===== src/rtl/uart_pkg.sv =====
// Shared UART definitions: FSM state encoding, parity-type constants and frame sizing.
package uart_pkg;

  typedef enum logic [2:0] {
    IDLE,
    START,
    DATA,
    PARITY,
    STOP
  } uart_state_e;

  localparam logic EVEN = 1'b0;
  localparam logic ODD  = 1'b1;

  // Start + data + optional parity + stop.
  function automatic int unsigned frame_bits(input int unsigned data_width, input logic par_en);
    return data_width + 2 + int'(par_en);
  endfunction

endpackage


===== src/rtl/uart_tx_if.sv =====
// Parallel-side request bus and serial line of the UART transmitter.
interface uart_tx_if #(
  parameter int unsigned Data_Width     = 8,
  parameter int unsigned Prescale_Width = 6
);

  logic [Data_Width-1:0]     P_DATA;
  logic                      Data_Valid;
  logic                      PAR_EN;
  logic                      PAR_TYP;
  logic [Prescale_Width-1:0] Prescale;
  logic                      TX_OUT;
  logic                      Busy;

  modport master (
    output P_DATA, Data_Valid, PAR_EN, PAR_TYP, Prescale,
    input  TX_OUT, Busy
  );

  modport slave (
    input  P_DATA, Data_Valid, PAR_EN, PAR_TYP, Prescale,
    output TX_OUT, Busy
  );

endinterface


===== src/rtl/uart_tx_bit_timer.sv =====
// Per-bit cycle counter; bit_done marks the last cycle of each bit period.
module uart_tx_bit_timer #(
  parameter int unsigned Prescale_Width = 6
) (
  input  logic                      clk,
  input  logic                      rst,
  input  logic [Prescale_Width-1:0] prescale,
  input  logic                      en,
  input  logic                      clr,
  output logic                      bit_done
);

  logic [Prescale_Width-1:0] cnt_q, cnt_d;
  logic [Prescale_Width-1:0] last;

  always_comb begin
    // A prescale of zero behaves as one cycle per bit.
    last     = (prescale == '0) ? '0 : prescale - 1'b1;
    bit_done = en && (cnt_q == last);
    cnt_d    = cnt_q;
    if (clr || !en || bit_done) begin
      cnt_d = '0;
    end else begin
      cnt_d = cnt_q + 1'b1;
    end
  end

  always_ff @(posedge clk or posedge rst) begin
    if (rst) begin
      cnt_q <= '0;
    end else begin
      cnt_q <= cnt_d;
    end
  end

endmodule


===== src/rtl/uart_tx.sv =====
// UART transmitter: serialises one latched word per accepted Data_Valid onto TX_OUT.
module uart_tx #(
  parameter int unsigned Data_Width     = 8,
  parameter int unsigned Prescale_Width = 6
) (
  input logic      CLK,
  input logic      RST,
  uart_tx_if.slave bus
);
  import uart_pkg::*;

  localparam int unsigned IW = (Data_Width > 1) ? $clog2(Data_Width) : 1;

  uart_state_e               state_q, state_d;
  logic [Data_Width-1:0]     data_q, data_d;
  logic                      par_en_q, par_en_d;
  logic                      par_typ_q, par_typ_d;
  logic [Prescale_Width-1:0] pl_q, pl_d;
  logic [IW-1:0]             idx_q, idx_d;
  logic                      tx_q, tx_d;
  logic                      busy_q, busy_d;
  logic                      bit_done;
  logic                      parity;

  uart_tx_bit_timer #(
    .Prescale_Width(Prescale_Width)
  ) u_bit_timer (
    .clk      (CLK),
    .rst      (RST),
    .prescale (pl_q),
    .en       (busy_q),
    .clr      (!busy_q),
    .bit_done (bit_done)
  );

  assign parity = (^data_q) ^ (par_typ_q == ODD);

  always_comb begin
    state_d   = state_q;
    data_d    = data_q;
    par_en_d  = par_en_q;
    par_typ_d = par_typ_q;
    pl_d      = pl_q;
    idx_d     = idx_q;
    tx_d      = tx_q;
    busy_d    = busy_q;
    case (state_q)
      IDLE: begin
        if (bus.Data_Valid) begin
          state_d   = START;
          data_d    = bus.P_DATA;
          par_en_d  = bus.PAR_EN;
          par_typ_d = bus.PAR_TYP;
          pl_d      = bus.Prescale;
          idx_d     = '0;
          tx_d      = 1'b0;
          busy_d    = 1'b1;
        end
      end
      START: begin
        if (bit_done) begin
          state_d = DATA;
          tx_d    = data_q[0];
        end
      end
      DATA: begin
        if (bit_done) begin
          if (idx_q == IW'(Data_Width - 1)) begin
            state_d = par_en_q ? PARITY : STOP;
            tx_d    = par_en_q ? parity : 1'b1;
          end else begin
            idx_d = idx_q + 1'b1;
            tx_d  = data_q[idx_d];
          end
        end
      end
      PARITY: begin
        if (bit_done) begin
          state_d = STOP;
          tx_d    = 1'b1;
        end
      end
      STOP: begin
        if (bit_done) begin
          state_d = IDLE;
          busy_d  = 1'b0;
        end
      end
      default: begin
        state_d = IDLE;
        tx_d    = 1'b1;
        busy_d  = 1'b0;
      end
    endcase
  end

  always_ff @(posedge CLK or posedge RST) begin
    if (RST) begin
      state_q   <= IDLE;
      data_q    <= '0;
      par_en_q  <= 1'b0;
      par_typ_q <= 1'b0;
      pl_q      <= '0;
      idx_q     <= '0;
      tx_q      <= 1'b1;
      busy_q    <= 1'b0;
    end else begin
      state_q   <= state_d;
      data_q    <= data_d;
      par_en_q  <= par_en_d;
      par_typ_q <= par_typ_d;
      pl_q      <= pl_d;
      idx_q     <= idx_d;
      tx_q      <= tx_d;
      busy_q    <= busy_d;
    end
  end

  assign bus.TX_OUT = tx_q;
  assign bus.Busy   = busy_q;

endmodule


===== src/flat_wrapper.sv =====
// flat-port wrapper written by rule: the top's interface ports become plain ports
module uart_tx_flat import uart_pkg::*;
#(
  parameter int unsigned Data_Width     = 8,
  parameter int unsigned Prescale_Width = 6
)
  (CLK, RST, bus_P_DATA, bus_Data_Valid, bus_PAR_EN, bus_PAR_TYP, bus_Prescale, bus_TX_OUT, bus_Busy);
  uart_tx_if #(.Data_Width(Data_Width), .Prescale_Width(Prescale_Width)) bus_i ();
  input logic CLK;
  input logic RST;
  input wire logic [$bits(bus_i.P_DATA)-1:0] bus_P_DATA;
  input wire logic [$bits(bus_i.Data_Valid)-1:0] bus_Data_Valid;
  input wire logic [$bits(bus_i.PAR_EN)-1:0] bus_PAR_EN;
  input wire logic [$bits(bus_i.PAR_TYP)-1:0] bus_PAR_TYP;
  input wire logic [$bits(bus_i.Prescale)-1:0] bus_Prescale;
  output wire logic [$bits(bus_i.TX_OUT)-1:0] bus_TX_OUT;
  output wire logic [$bits(bus_i.Busy)-1:0] bus_Busy;
  assign bus_i.P_DATA = bus_P_DATA;
  assign bus_i.Data_Valid = bus_Data_Valid;
  assign bus_i.PAR_EN = bus_PAR_EN;
  assign bus_i.PAR_TYP = bus_PAR_TYP;
  assign bus_i.Prescale = bus_Prescale;
  assign bus_TX_OUT = bus_i.TX_OUT;
  assign bus_Busy = bus_i.Busy;
  uart_tx #(.Data_Width(Data_Width), .Prescale_Width(Prescale_Width)) u_core (.CLK(CLK), .RST(RST), .bus(bus_i));
endmodule

===== config.mk =====
export PLATFORM = sky130hd
export DESIGN_NAME = uart_tx_flat
export DESIGN_NICKNAME = d
export VERILOG_FILES = /design/src/rtl/uart_pkg.sv /design/src/rtl/uart_tx_if.sv /design/src/rtl/uart_tx_bit_timer.sv /design/src/rtl/uart_tx.sv /design/src/flat_wrapper.sv
export SDC_FILE = /design/constraint.sdc
export NUM_CORES = 1
export LEC_CHECK = 0
export BUFFER_PORTS_ARGS = -buffer_cell sky130_fd_sc_hd__buf_2
export CAP_MARGIN = 20
export CORE_UTILIZATION = 53
export CTS_CLUSTER_DIAMETER = 40
export CTS_CLUSTER_SIZE = 10
export DETAILED_ROUTE_END_ITERATION = 7
export GPL_TIMING_DRIVEN = 0
export PLACE_DENSITY = 0.84
export SYNTH_ARGS = -nofsm -noshare
export SYNTH_HDL_FRONTEND = slang
export SYNTH_HIERARCHICAL = 1
export SYNTH_SLANG_ARGS = --single-unit

===== constraint.sdc =====
create_clock -name CLK -period 3.5 [get_ports CLK]
set_input_delay 0.525 -clock CLK [delete_from_list [all_inputs] [get_ports CLK]]
set_output_delay 0.525 -clock CLK [all_outputs]
set_load 0.01 [all_outputs]

==> impl_metrics.toml <==
[logic_synthesis]
synth_fa_ha_area_share_pct = 2.80
synth_xor_area_share_pct = 7.14
yosysWarnings = 6
yosysUniqueCellTypes = 50
ys_seq_elements = 30
yosysSeqAreaShare_pct = 42.1
synthCells = 167
synth-edff-count = 0
synth_top_area_share_pct = 40.6
synth_top_area_cell = "dfrtp_1"
synth_top_family_by_area = "compound AO/OA/AOI/OAI gates"
ys_async_sr_fraction_pct = 100
ys.flop_type = "dfrtp_1"
synth_compound_area_share_pct = 15.7
syn-cell-area_um2 = 1790
avgSynthCellArea_um2 = 10.7
synthSimpleGateAreaFrac_pct = 15.0
synth_fp_nets = 190
synth.area.top_cells = "dfrtp_1 41%, mux2_2 5.7%, mux2_1 4.4%, xnor2_1 3.9%, nand2_1 3.2%"
synth_mux_area_share_pct = 13.9

[detailed_routing]
wl_per_cell_um = 16.1
vias = 1447
drt_iter0_drc = 107
ant_nets = 0
drcViolationCount = 0
vias_per_cell = 6.05
drt-total-wl_um = 3850
dr.pass1.iters = 5

[timing]
slew_violations = 0
hold_violations = 0
max_freq_mhz = 307
rsz0062_at_grt = "no"
skew_ns = 0.0104
worstMarginPinSlew_ns = 0.885
min_period_ns = 3.26
fin_crit_sh_pct = 93.2
final-setup-viol-count = 0
slew-limit-headroom_pct = 40.9
setup_tns_ns = 0

[floorplan]
die_area_um2 = 3610
die_h_um = 60.1
io_pins = 21
core_area_um2 = 3130
start_util_pct = 57.1
die_w_um = 60.1
row_count = 20

[finish]
final_common_cell = "dfrtp_1"
drive_gt1_share_pct = 25.1
final_cell_mix = "29 x dfrtp_1, 20 x buf_2, 15 x nand2_1"
syn2layout_area_growth_pct = 15.5
antenna_cells = 0
final_nets = 217
layout.cells.non_filler = 239

[power]
p_per_area_nw_per_um2 = 1040
pwr-share-comb_pct = 48.3
p_sw_share_pct = 39.6
p_sw_w = 0.000847
p_clk_share_pct = 17.2
seq_power_share_pct = 34.5
ir_worst_vdd_v = 0.000596
power.internal_w = 0.00129
p_leak_nw = 0.919

[setup_path]
cp.required_ns = 3.69
crit_buf_inv = 1
slowest_delay_ns = 0.46
path_cells = "inv_1 -> ha_1 -> or3_1 -> o22ai_1 -> o32ai_2 -> nor4_4 -> and2_1 -> a32oi_1 -> a31oi_2 -> mux2i_1 -> o21ai_0"
crit_path_start_kind = "register"
critPathArrivalTime_ns = 3.46
critPathKind = "register to register"
crit_family = "simple AND/OR/NAND/NOR gates"
end_kind = "register"
rrSetupSlack_ns = 0.24
path_max_fanout = 7
cp_slowest_cell = "dfrtp_1"

[status]
outcome = "finished, final reports clean"

[global_route]
grt_max_degree = 25
grt_use_met2_pct = 43.0
grt.overflow.total = 0
busiest_layer = "met2"
gr-usage-met1_pct = 29.8
grt_pass1_wl_um = 6530
grt_pass1_vias = 1492
antenna_found_initial = 0
grt_use_total_pct = 25.5
use_met3_pct = 4.76

[clocking]
cts_buffer_depth = 2
clk_pin_slew_ns = 0.10
cts_resized = 0
cts_tree = "yes"
h-tree-depth = 2
cts.sinks = 30
postCtsSetupRepairBufs = 0
clk_latency_ns = 0.34
numCtsBuffers = 5
cts_root_buffer = "clkbuf_4"
ctsHoldBuffers = 0

[worst_hold_path]
hold_class = "primary input to async pin"

[placement]
dp_hpwl_um = 2850
globalplace.congestion = 0.912
dp_cells = 231
portBuffers = 20

[job]
max_cap_viol_count = 0
==> flip-flops by register name, indices dropped and copies added (netlist names) <==
signal                    flops
u_core/bus.Busy               1
u_core/u_bit_timer/cnt_q      6
u_core/par_typ_q              1
u_core/pl_q                   6
u_core/data_q                 8
u_core/par_en_q               1
u_core/idx_q                  3
u_core/bus.TX_OUT             1
u_core/state_q                3
==> final timing paths <==
path | startpoint | end | cells past startpoint
max | u_core/pl_q[0] | u_core/state_q[1] | 11
min | RST | u_core/u_bit_timer/cnt_q[1] | 2
max reg2reg | u_core/pl_q[0] | u_core/state_q[1] | 11
min reg2reg | u_core/par_typ_q | u_core/par_typ_q | 1
max in group asynchronous | RST | u_core/state_q[2] | 2
min in group CLK | bus_Prescale[3] | u_core/pl_q[3] | 2
==> synthesized netlist by cell type, types with 2 or more instances <==
library cell	n
nand3_1	4
nor4_1	3
nand2b_1	3
nor2_1	6
nor3_1	4
ha_1	4
mux2_2	9
mux2i_1	2
or3_1	2
clkbuf_1	2
mux2_1	7
xnor2_1	8
a21oi_1	9
a22o_1	6
dfrtp_1	29
a21boi_0	3
o21ai_0	7
inv_1	7
nand2_1	15
buf_6	2
xor2_1	4
nor3b_1	2
nor2b_1	2
==> cells by family (layout without fill, tap and decap cells) <==
family,count (synthesis),count (layout)
AO/OA/AOI/OAI,39,39
XOR/XNOR,13,13
adder cells (fa/ha/maj),4,4
buffers and inverters,12,40
flip-flops,30,30
multiplexers,20,20
AND/OR/NAND/NOR,49,49
==> metal layers <==
metal,wire [µm],vias to the layer above
li1,-,672
met2,1970,53
met4,121,0
met1,1580,705
met3,175,17
met5,0,-
==> cell type report <==
cell class / count / area (µm²)
fill: 248 / 1060
sequential: 30 / 752
clock buffer: 6 / 51.3
inverter: 8 / 30.0
timing repair buffer: 20 / 100
clock inverter: 2 / 60.1
tap: 44 / 55.1
buffer: 4 / 30.0
multi-input combinational: 125 / 986
==> through the flow <==
step / setup WS (ns) / total power [W] / area [µm²] / hold slack (ns) / util (%)
floorplan: 0.776 / 0.00151 / 1790 / 0.316 / -
global placement: 0.478 / 0.00167 / 1940 / 0.453 / 62.1
detailed placement: 0.276 / 0.00175 / 1940 / 0.465 / 62.1
CTS: 0.234 / 0.00212 / 2050 / 0.0930 / 65.6
global route: 0.0279 / 0.00227 / 2060 / 0.115 / 66.0
finish: 0.238 / 0.00214 / 2060 / 0.0993 / 66.0
==> power groups by stage <==
stage                     combinational (W)  sequential (W)  clock [W]
after CTS                           0.00102        0.000730   0.000374
final                               0.00103        0.000737   0.000367
after global placement             0.000954        0.000719          0
after floorplan                    0.000840        0.000674          0
after global routing                0.00113        0.000764   0.000386
after detailed placement            0.00102        0.000736          0
Note: power is estimated with default switching activity, not from simulation.
